## src/rtl/mmio_periph_hub_pkg.sv

```systemverilog
// Shared parameters and register-offset encoding for the MMIO peripheral hub.
package common_params;

    localparam int BITS            = 32;
    localparam int DONE_STICKY_BIT = 8;

    typedef enum logic [2:0] {
        REG_LED        = 3'd0,
        REG_SW         = 3'd1,
        REG_KEY        = 3'd2,
        REG_KEY_EDGE   = 3'd3,
        REG_COPROC_CTL = 3'd4,
        REG_COPROC_STS = 3'd5,
        REG_IRQ_MASK   = 3'd6,
        REG_CYCLE      = 3'd7
    } reg_off_e;

endpackage

```

## src/rtl/mmio_periph_hub_debounce.sv

```systemverilog
// Per-key synchroniser, optional debounce filter (MMIO_DEBOUNCE_EN) and press (1->0) detector.
module mmio_debounce #(
    parameter int SYNC_STAGES     = 2,
    parameter int DEBOUNCE_CYCLES = 50000
) (
    input  logic clk,
    input  logic rst_n,
    input  logic async_i,
    output logic level_o,
    output logic fall_o
);
    import common_params::*;

    if (SYNC_STAGES < 2 || DEBOUNCE_CYCLES < 1) begin : g_bad_params
        $error("mmio_debounce: SYNC_STAGES must be >= 2 and DEBOUNCE_CYCLES >= 1");
    end

    logic [SYNC_STAGES-1:0] sync_q;
    logic                   level;
    logic                   prev_q;

    // Keys idle high, so the chain resets to "released" and reset release is never a press.
    always_ff @(posedge clk) begin
        if (!rst_n) begin
            sync_q <= '1;
        end else begin
            sync_q <= {sync_q[SYNC_STAGES-2:0], async_i};
        end
    end

`ifdef MMIO_DEBOUNCE_EN
    localparam int CntW = $clog2(DEBOUNCE_CYCLES + 1);

    logic [CntW-1:0] cnt_q;
    logic            filt_q;

    // Any cycle where the input agrees with the filtered level restarts the run count.
    always_ff @(posedge clk) begin
        if (!rst_n) begin
            filt_q <= 1'b1;
            cnt_q  <= '0;
        end else if (sync_q[SYNC_STAGES-1] != filt_q) begin
            if (cnt_q == CntW'(DEBOUNCE_CYCLES - 1)) begin
                filt_q <= sync_q[SYNC_STAGES-1];
                cnt_q  <= '0;
            end else begin
                cnt_q <= cnt_q + CntW'(1);
            end
        end else begin
            cnt_q <= '0;
        end
    end

    assign level = filt_q;
`else
    assign level = sync_q[SYNC_STAGES-1];
`endif

    always_ff @(posedge clk) begin
        if (!rst_n) begin
            prev_q <= 1'b1;
        end else begin
            prev_q <= level;
        end
    end

    assign level_o = level;
    assign fall_o  = prev_q & ~level;

endmodule

```

## src/rtl/mmio_periph_hub.sv

```systemverilog
// Memory-mapped LED/switch/key/coprocessor/IRQ/cycle-counter block; key debounce enabled by MMIO_DEBOUNCE_EN.
module mmio_periph_hub #(
    parameter int               BITS            = common_params::BITS,
    parameter logic [BITS-1:0]  BASE_ADDR       = 'hFFFF_FFF0,
    parameter int               NUM_LED         = 10,
    parameter int               NUM_SW          = 10,
    parameter int               NUM_KEY         = 4,
    parameter int               STS_W           = 2,
    parameter int               DONE_BIT        = 1,
    parameter int               SYNC_STAGES     = 2,
    parameter int               DEBOUNCE_CYCLES = 50000
) (
    input  logic                clk,
    input  logic                rst_n,
    input  logic [BITS-1:0]     io_addr,
    input  logic [BITS-1:0]     io_wdata,
    input  logic                io_wen,
    input  logic                io_rden,
    output logic [BITS-1:0]     io_rdata,
    input  logic [NUM_SW-1:0]   sw,
    input  logic [NUM_KEY-1:0]  key,
    output logic [NUM_LED-1:0]  ledr,
    output logic [7:0]          coproc_ctl,
    input  logic [STS_W-1:0]    coproc_sts,
    output logic                irq
);
    import common_params::*;

    logic [BITS-1:0]    offsetFull;
    logic               addrHit;
    reg_off_e           offset;

    logic               ledWr;
    logic               keyEdgeWr;
    logic               ctlWr;
    logic               stsWr;
    logic               maskWr;
    logic               cycleWr;

    logic [NUM_LED-1:0] led_q;
    logic [NUM_SW-1:0]  swSync_q [SYNC_STAGES];
    logic [NUM_KEY-1:0] keyLevel;
    logic [NUM_KEY-1:0] keyFall;
    logic [NUM_KEY-1:0] keyEdge_q,    keyEdge_d;
    logic               stsDone_q;
    logic               doneSticky_q, doneSticky_d;
    logic [NUM_KEY:0]   irqMask_q;
    logic [BITS-1:0]    cycle_q,      cycle_d;
    logic               irq_q;
    logic [BITS-1:0]    rdData;

    // Modular subtraction makes the hit test a single upper-bits-zero compare.
    assign offsetFull = io_addr - BASE_ADDR;
    assign addrHit    = (offsetFull[BITS-1:3] == '0);
    assign offset     = reg_off_e'(offsetFull[2:0]);

    assign ledWr     = io_wen && addrHit && (offset == REG_LED);
    assign keyEdgeWr = io_wen && addrHit && (offset == REG_KEY_EDGE);
    assign ctlWr     = io_wen && addrHit && (offset == REG_COPROC_CTL);
    assign stsWr     = io_wen && addrHit && (offset == REG_COPROC_STS);
    assign maskWr    = io_wen && addrHit && (offset == REG_IRQ_MASK);
    assign cycleWr   = io_wen && addrHit && (offset == REG_CYCLE);

    for (genvar g = 0; g < NUM_KEY; g++) begin : g_key
        mmio_debounce #(
            .SYNC_STAGES     (SYNC_STAGES),
            .DEBOUNCE_CYCLES (DEBOUNCE_CYCLES)
        ) u_key (
            .clk     (clk),
            .rst_n   (rst_n),
            .async_i (key[g]),
            .level_o (keyLevel[g]),
            .fall_o  (keyFall[g])
        );
    end

    always_ff @(posedge clk) begin
        if (!rst_n) begin
            for (int i = 0; i < SYNC_STAGES; i++) begin
                swSync_q[i] <= '0;
            end
        end else begin
            swSync_q[0] <= sw;
            for (int i = 1; i < SYNC_STAGES; i++) begin
                swSync_q[i] <= swSync_q[i-1];
            end
        end
    end

    // Sticky bits apply the W1C clear first and the new event second, so a same-cycle set wins.
    always_comb begin
        keyEdge_d = keyEdge_q;
        if (keyEdgeWr) begin
            keyEdge_d = keyEdge_d & ~io_wdata[NUM_KEY-1:0];
        end
        keyEdge_d = keyEdge_d | keyFall;

        doneSticky_d = doneSticky_q;
        if (stsWr && io_wdata[DONE_STICKY_BIT]) begin
            doneSticky_d = 1'b0;
        end
        if (coproc_sts[DONE_BIT] && !stsDone_q) begin
            doneSticky_d = 1'b1;
        end

        cycle_d = cycleWr ? io_wdata : cycle_q + BITS'(1);
    end

    always_ff @(posedge clk) begin
        if (!rst_n) begin
            led_q        <= '0;
            keyEdge_q    <= '0;
            stsDone_q    <= 1'b0;
            doneSticky_q <= 1'b0;
            irqMask_q    <= '0;
            cycle_q      <= '0;
            irq_q        <= 1'b0;
        end else begin
            if (ledWr) begin
                led_q <= io_wdata[NUM_LED-1:0];
            end
            if (maskWr) begin
                irqMask_q <= io_wdata[NUM_KEY:0];
            end
            keyEdge_q    <= keyEdge_d;
            stsDone_q    <= coproc_sts[DONE_BIT];
            doneSticky_q <= doneSticky_d;
            cycle_q      <= cycle_d;
            irq_q        <= |({doneSticky_q, keyEdge_q} & irqMask_q);
        end
    end

    always_comb begin
        rdData = '0;
        if (io_rden && addrHit) begin
            case (offset)
                REG_LED:        rdData[NUM_LED-1:0] = led_q;
                REG_SW:         rdData[NUM_SW-1:0]  = swSync_q[SYNC_STAGES-1];
                REG_KEY:        rdData[NUM_KEY-1:0] = keyLevel;
                REG_KEY_EDGE:   rdData[NUM_KEY-1:0] = keyEdge_q;
                REG_COPROC_STS: begin
                    rdData[STS_W-1:0]      = coproc_sts;
                    rdData[DONE_STICKY_BIT] = doneSticky_q;
                end
                REG_IRQ_MASK:   rdData[NUM_KEY:0]   = irqMask_q;
                REG_CYCLE:      rdData              = cycle_q;
                default:        rdData              = '0;
            endcase
        end
    end

    assign io_rdata   = rdData;
    assign ledr       = led_q;
    assign coproc_ctl = ctlWr ? io_wdata[7:0] : 8'h00;
    assign irq        = irq_q;

endmodule

```

## config.mk

```make
export PLATFORM = sky130hd
export DESIGN_NAME = mmio_periph_hub
export DESIGN_NICKNAME = d
export VERILOG_FILES = /design/src/rtl/mmio_periph_hub_pkg.sv /design/src/rtl/mmio_periph_hub_debounce.sv /design/src/rtl/mmio_periph_hub.sv
export SDC_FILE = /design/constraint.sdc
export NUM_CORES = 1
export LEC_CHECK = 0
export CAP_MARGIN = 20
export CORE_MARGIN = 2
export CORE_UTILIZATION = 53
export CTS_CLUSTER_SIZE = 8
export DETAILED_ROUTE_END_ITERATION = 10
export HOLD_SLACK_MARGIN = 0.12
export PLACE_DENSITY_LB_ADDON = 0.25
export SLEW_MARGIN = 20
export SYNTH_ARGS = -nofsm -noshare
export SYNTH_HDL_FRONTEND = slang
export SYNTH_SLANG_ARGS = --single-unit
export TNS_END_PERCENT = 1
```

## constraint.sdc

```tcl
create_clock -name clk -period 7.2 [get_ports clk]
set_input_delay 1.44 -clock clk [delete_from_list [all_inputs] [get_ports clk]]
set_output_delay 1.44 -clock clk [all_outputs]
set_load 0.005 [all_outputs]
```

==> run_summary.xml <==
<?xml version="1.0" encoding="UTF-8"?>
<metrics>
  <group name="sta">
    <metric name="final_min_period_over_clock_period" unit="%">93.0</metric>
    <metric name="clock_skew" unit="ns">0.0162</metric>
    <metric name="setup_repair_after_global_routing_missed_its_margin" unit="">false</metric>
    <metric name="slew_violations" unit="">0</metric>
    <metric name="final-setup-viol-count" unit="">0</metric>
    <metric name="setup-tns-final" unit="ns">0</metric>
    <metric name="tightest_slew" unit="ns">1.04</metric>
    <metric name="relative_slew_margins" unit="%">30.5</metric>
    <metric name="fin_crit" unit="ns">6.70</metric>
    <metric name="setup_slack" unit="ns">0.501</metric>
    <metric name="max_freq" unit="GHz">0.149</metric>
    <metric name="finalHoldViolCount" unit="">0</metric>
    <metric name="worst_hold_slack" unit="ns">0.417</metric>
  </group>
  <group name="route">
    <metric name="antenna_left" unit="">0</metric>
    <metric name="via_cell_ratio" unit="">5.66</metric>
    <metric name="num_vias" unit="">4636</metric>
    <metric name="finalWirelength" unit="µm">12700</metric>
    <metric name="route.detailed.drc" unit="">0</metric>
    <metric name="first_iter_violations" unit="">307</metric>
    <metric name="drt_pass1_iterations" unit="">6</metric>
    <metric name="wl_per_cell" unit="µm">15.5</metric>
  </group>
  <group name="layout">
    <metric name="n_fill_cell" unit="">729</metric>
    <metric name="drive_gt1_share" unit="%">6.07</metric>
    <metric name="total_area_of_sequential_cells" unit="mm²">0.00172</metric>
    <metric name="antennaDiodeCount" unit="">0</metric>
    <metric name="areaGrowthSynthToFinish" unit="%">32.8</metric>
    <metric name="utilization" unit="%">71.3</metric>
    <metric name="finalInstanceArea" unit="mm²">0.00649</metric>
    <metric name="multi_input_area" unit="mm²">0.00298</metric>
    <metric name="finalNonFillerCells" unit="">819</metric>
    <metric name="final_nets" unit="">789</metric>
  </group>
  <group name="clocking">
    <metric name="h-tree-depth" unit="">3</metric>
    <metric name="cts_tree" unit="">done</metric>
    <metric name="cts_buffers" unit="">9</metric>
    <metric name="cts_resized" unit="">0</metric>
    <metric name="cts_num_sinks" unit="">86</metric>
    <metric name="cts_post_setup_buffers_inserted" unit="">0</metric>
    <metric name="insertion_delay" unit="ns">0.37</metric>
    <metric name="cts.root.buffer_cell" unit="">sky130_fd_sc_hd__clkbuf_8</metric>
    <metric name="hold_fix_buffer_count_after_cts" unit="">0</metric>
    <metric name="path_clk_slew" unit="ns">0.09</metric>
    <metric name="cts.path.max_buffers" unit="">2</metric>
  </group>
  <group name="power_and_ir_drop">
    <metric name="p_per_area" unit="mW/mm²">155</metric>
    <metric name="power" unit="mW">1.01</metric>
    <metric name="leakage" unit="nW">2.70</metric>
    <metric name="peakVddDrop" unit="mV">0.135</metric>
  </group>
  <group name="floorplan">
    <metric name="i_o_pin_count" unit="">135</metric>
    <metric name="std_cell_rows" unit="">35</metric>
    <metric name="core_region_area" unit="mm²">0.00911</metric>
    <metric name="floorplan.die.height" unit="µm">100</metric>
    <metric name="initial_standard_cell_utilization_of_the_core" unit="%">53.7</metric>
    <metric name="die_area" unit="mm²">0.0100</metric>
    <metric name="floorplan.die.width" unit="µm">100</metric>
  </group>
  <group name="placed_design">
    <metric name="dp_hpwl" unit="µm">9270</metric>
    <metric name="place.detailed.instances" unit="">803</metric>
    <metric name="placed_area" unit="mm²">0.00626</metric>
    <metric name="pre_cts_slack" unit="ns">0.586</metric>
    <metric name="gp_congestion" unit="">0.969</metric>
    <metric name="port-buffer-count" unit="">134</metric>
  </group>
  <group name="global_routing">
    <metric name="grt_max_degree" unit="">119</metric>
    <metric name="grt_pass1_vias" unit="">4444</metric>
    <metric name="antenna_found_initial" unit="">0</metric>
    <metric name="gr-usage-all-layers" unit="%">25.7</metric>
    <metric name="globalRoute.totalOverflow" unit="">0</metric>
    <metric name="global_route_wire_length_before_repair" unit="µm">20900</metric>
  </group>
  <group name="yosys">
    <metric name="postSynthCellCount" unit="">587</metric>
    <metric name="mappedNetlistArea" unit="mm²">0.00489</metric>
    <metric name="yosys.area_share.simple" unit="%">32.9</metric>
    <metric name="ys_dominant_reg_cell" unit="">sky130_fd_sc_hd__dfxtp_1</metric>
    <metric name="muxShareOfSynthArea" unit="%">13.2</metric>
    <metric name="synth_compound_area_share" unit="%">7.57</metric>
    <metric name="synth-seq-area-share" unit="%">35.2</metric>
    <metric name="synth.net_count" unit="">673</metric>
    <metric name="synth_top_family_by_area" unit="">simple AND/OR/NAND/NOR gates</metric>
    <metric name="synth-adder-area-share" unit="%">0.512</metric>
    <metric name="yosys.area_share.xor_xnor" unit="%">6.62</metric>
    <metric name="number_of_flops_mapped_to_enable_cells_by_yosys" unit="">0</metric>
    <metric name="post_synth_arst_share" unit="%">0</metric>
    <metric name="synth_cell_type_count" unit="">54</metric>
    <metric name="yosys_register_bits" unit="">86</metric>
    <metric name="synthesis.yosys.warnings" unit="">0</metric>
    <metric name="average_footprint_of_a_synthesized_cell" unit="µm²">8.33</metric>
  </group>
  <group name="setup_path">
    <metric name="cpPeakStageDelay" unit="ns">0.72</metric>
    <metric name="cell_chain_critical_path" unit="">clkdlybuf4s50_1, nand4_2, or4_1, nor2_1, a31oi_1, or4b_2, nor4_2, buf_4, nor2b_1, clkdlybuf4s50_1</metric>
    <metric name="worstPathBufferInverterCount" unit="">3</metric>
    <metric name="timing.critical_path.arrival" unit="ns">5.26</metric>
    <metric name="worst_setup_path_start_kind" unit="">input port</metric>
    <metric name="endpoint_kind" unit="">output port</metric>
    <metric name="cpMaxStageDelayCell" unit="">sky130_fd_sc_hd__or4_1</metric>
    <metric name="most_numerous_cell_on_the_critical_path" unit="">sky130_fd_sc_hd__clkdlybuf4s50_1</metric>
    <metric name="cp_data_required_time" unit="ns">5.76</metric>
    <metric name="critical_path_class" unit="">input port to output port</metric>
    <metric name="cpLargestDelayFamily" unit="">simple AND/OR/NAND/NOR gates</metric>
    <metric name="worst-path-max-fanout" unit="">32</metric>
  </group>
  <group name="run">
    <metric name="maxCapViolCount" unit="">0</metric>
  </group>
  <group name="min_path">
    <metric name="min-delay-path-class" unit="">register to register</metric>
  </group>
  <group name="run_status">
    <metric name="run_status" unit="">completed</metric>
  </group>
</metrics>
## flip-flops by register name (all words and copies together) (netlist names)
name	count
cycle_q	32
swSync_q	20
ledr	10
g_key.u_key.sync_q	8
irqMask_q	5
g_key.u_key.prev_q	4
keyEdge_q	4
doneSticky_q	1
irq	1
stsDone_q	1
## routing by layer
layer / part of all wire, % / vias to the layer above / GRT usage (%) / wire length (µm)
met4: 2.4 / 0 / 9.69 / 311
met1: 44 / 2147 / 33.2 / 5590
met5: 0 / - / 0 / 0
li1: - / 2284 / - / -
met2: 48 / 182 / 43.8 / 6130
met3: 5.6 / 23 / 3.76 / 709
## Yosys cell counts, types with 3 or more instances
cell	count	area [µm²]
sky130_fd_sc_hd__a21oi_1	6	30.0
sky130_fd_sc_hd__a22oi_1	8	60.1
sky130_fd_sc_hd__a31oi_1	7	43.8
sky130_fd_sc_hd__and2_1	31	194
sky130_fd_sc_hd__and3_1	28	175
sky130_fd_sc_hd__and4_1	8	70.1
sky130_fd_sc_hd__buf_6	3	33.8
sky130_fd_sc_hd__clkbuf_1	26	97.6
sky130_fd_sc_hd__dfxtp_1	86	1720
sky130_fd_sc_hd__inv_1	12	45.0
sky130_fd_sc_hd__mux2_2	10	113
sky130_fd_sc_hd__mux2i_1	51	510
sky130_fd_sc_hd__nand2_1	104	390
sky130_fd_sc_hd__nand2b_1	17	106
sky130_fd_sc_hd__nand3_1	15	75.1
sky130_fd_sc_hd__nand3b_1	4	30.0
sky130_fd_sc_hd__nand4_1	12	75.1
sky130_fd_sc_hd__nor2_1	20	75.1
sky130_fd_sc_hd__nor2b_1	18	113
sky130_fd_sc_hd__nor3_1	17	85.1
sky130_fd_sc_hd__nor4_1	7	43.8
sky130_fd_sc_hd__o21a_1	5	37.5
sky130_fd_sc_hd__o21ai_0	8	40.0
sky130_fd_sc_hd__or3_1	5	31.3
sky130_fd_sc_hd__or4_1	4	30.0
sky130_fd_sc_hd__xnor2_1	23	201
sky130_fd_sc_hd__xor2_1	14	123
## area by class of cell
| type | count | share of cell area [%] |
|---|---|---|
| tap | 111 | 2.14 |
| sequential | 86 | 26.5 |
| clock inverter | 7 | 1.73 |
| inverter | 12 | 0.694 |
| multi-input combinational | 456 | 45.9 |
| timing repair buffer | 138 | 21.1 |
| clock buffer | 9 | 1.91 |
## worst paths after layout
kind / start / to / slack, ns / cells after the start
worst min register to register: g_key[3].u_key.sync_q[0] / g_key[3].u_key.sync_q[1] / 0.42 / 1
worst max-delay path: io_addr[10] / io_rdata[1] / 0.50 / 10
worst max register to register: cycle_q[14] / cycle_q[28] / 4.71 / 7
worst min-delay path: g_key[3].u_key.sync_q[0] / g_key[3].u_key.sync_q[1] / 0.42 / 1
## cells by family after synthesis
family,Yosys count
AO/OA/AOI/OAI,53
XOR/XNOR,37
adder cells (fa/ha/maj),2
buffers and inverters,45
flip-flops,86
multiplexers,62
AND/OR/NAND/NOR,302
## placed cells by master (no fill, tap or decap), drive strengths merged, types with 18 or more instances in the layout
cell	synthesis	final
dfxtp	86	86
and2	31	31
nor2b	18	18
and3	28	28
clkdlybuf4s50	0	133
xnor2	23	23
nor2	20	20
mux2i	51	51
nand2	104	104
## power by group
group | total [mW] | internal [mW] | switching, mW
clock | 0.397 | 0.203 | 0.194
sequential | 0.492 | 0.487 | 0.00524
combinational | 0.118 | 0.0649 | 0.0528
total | 1.01 | 0.755 | 0.252
## worst reg2reg max path: stages, from the launching register on
cell and delay (ns):
sky130_fd_sc_hd__dfxtp_1 0.44, sky130_fd_sc_hd__nand4_1 0.24, sky130_fd_sc_hd__or4_1 0.47, sky130_fd_sc_hd__or4_1 0.63
sky130_fd_sc_hd__nor3_1 0.21, sky130_fd_sc_hd__xor2_1 0.18, sky130_fd_sc_hd__nand2_1 0.07, sky130_fd_sc_hd__mux2i_1 0.16
No activity file was read; power rests on OpenSTA's default activity.
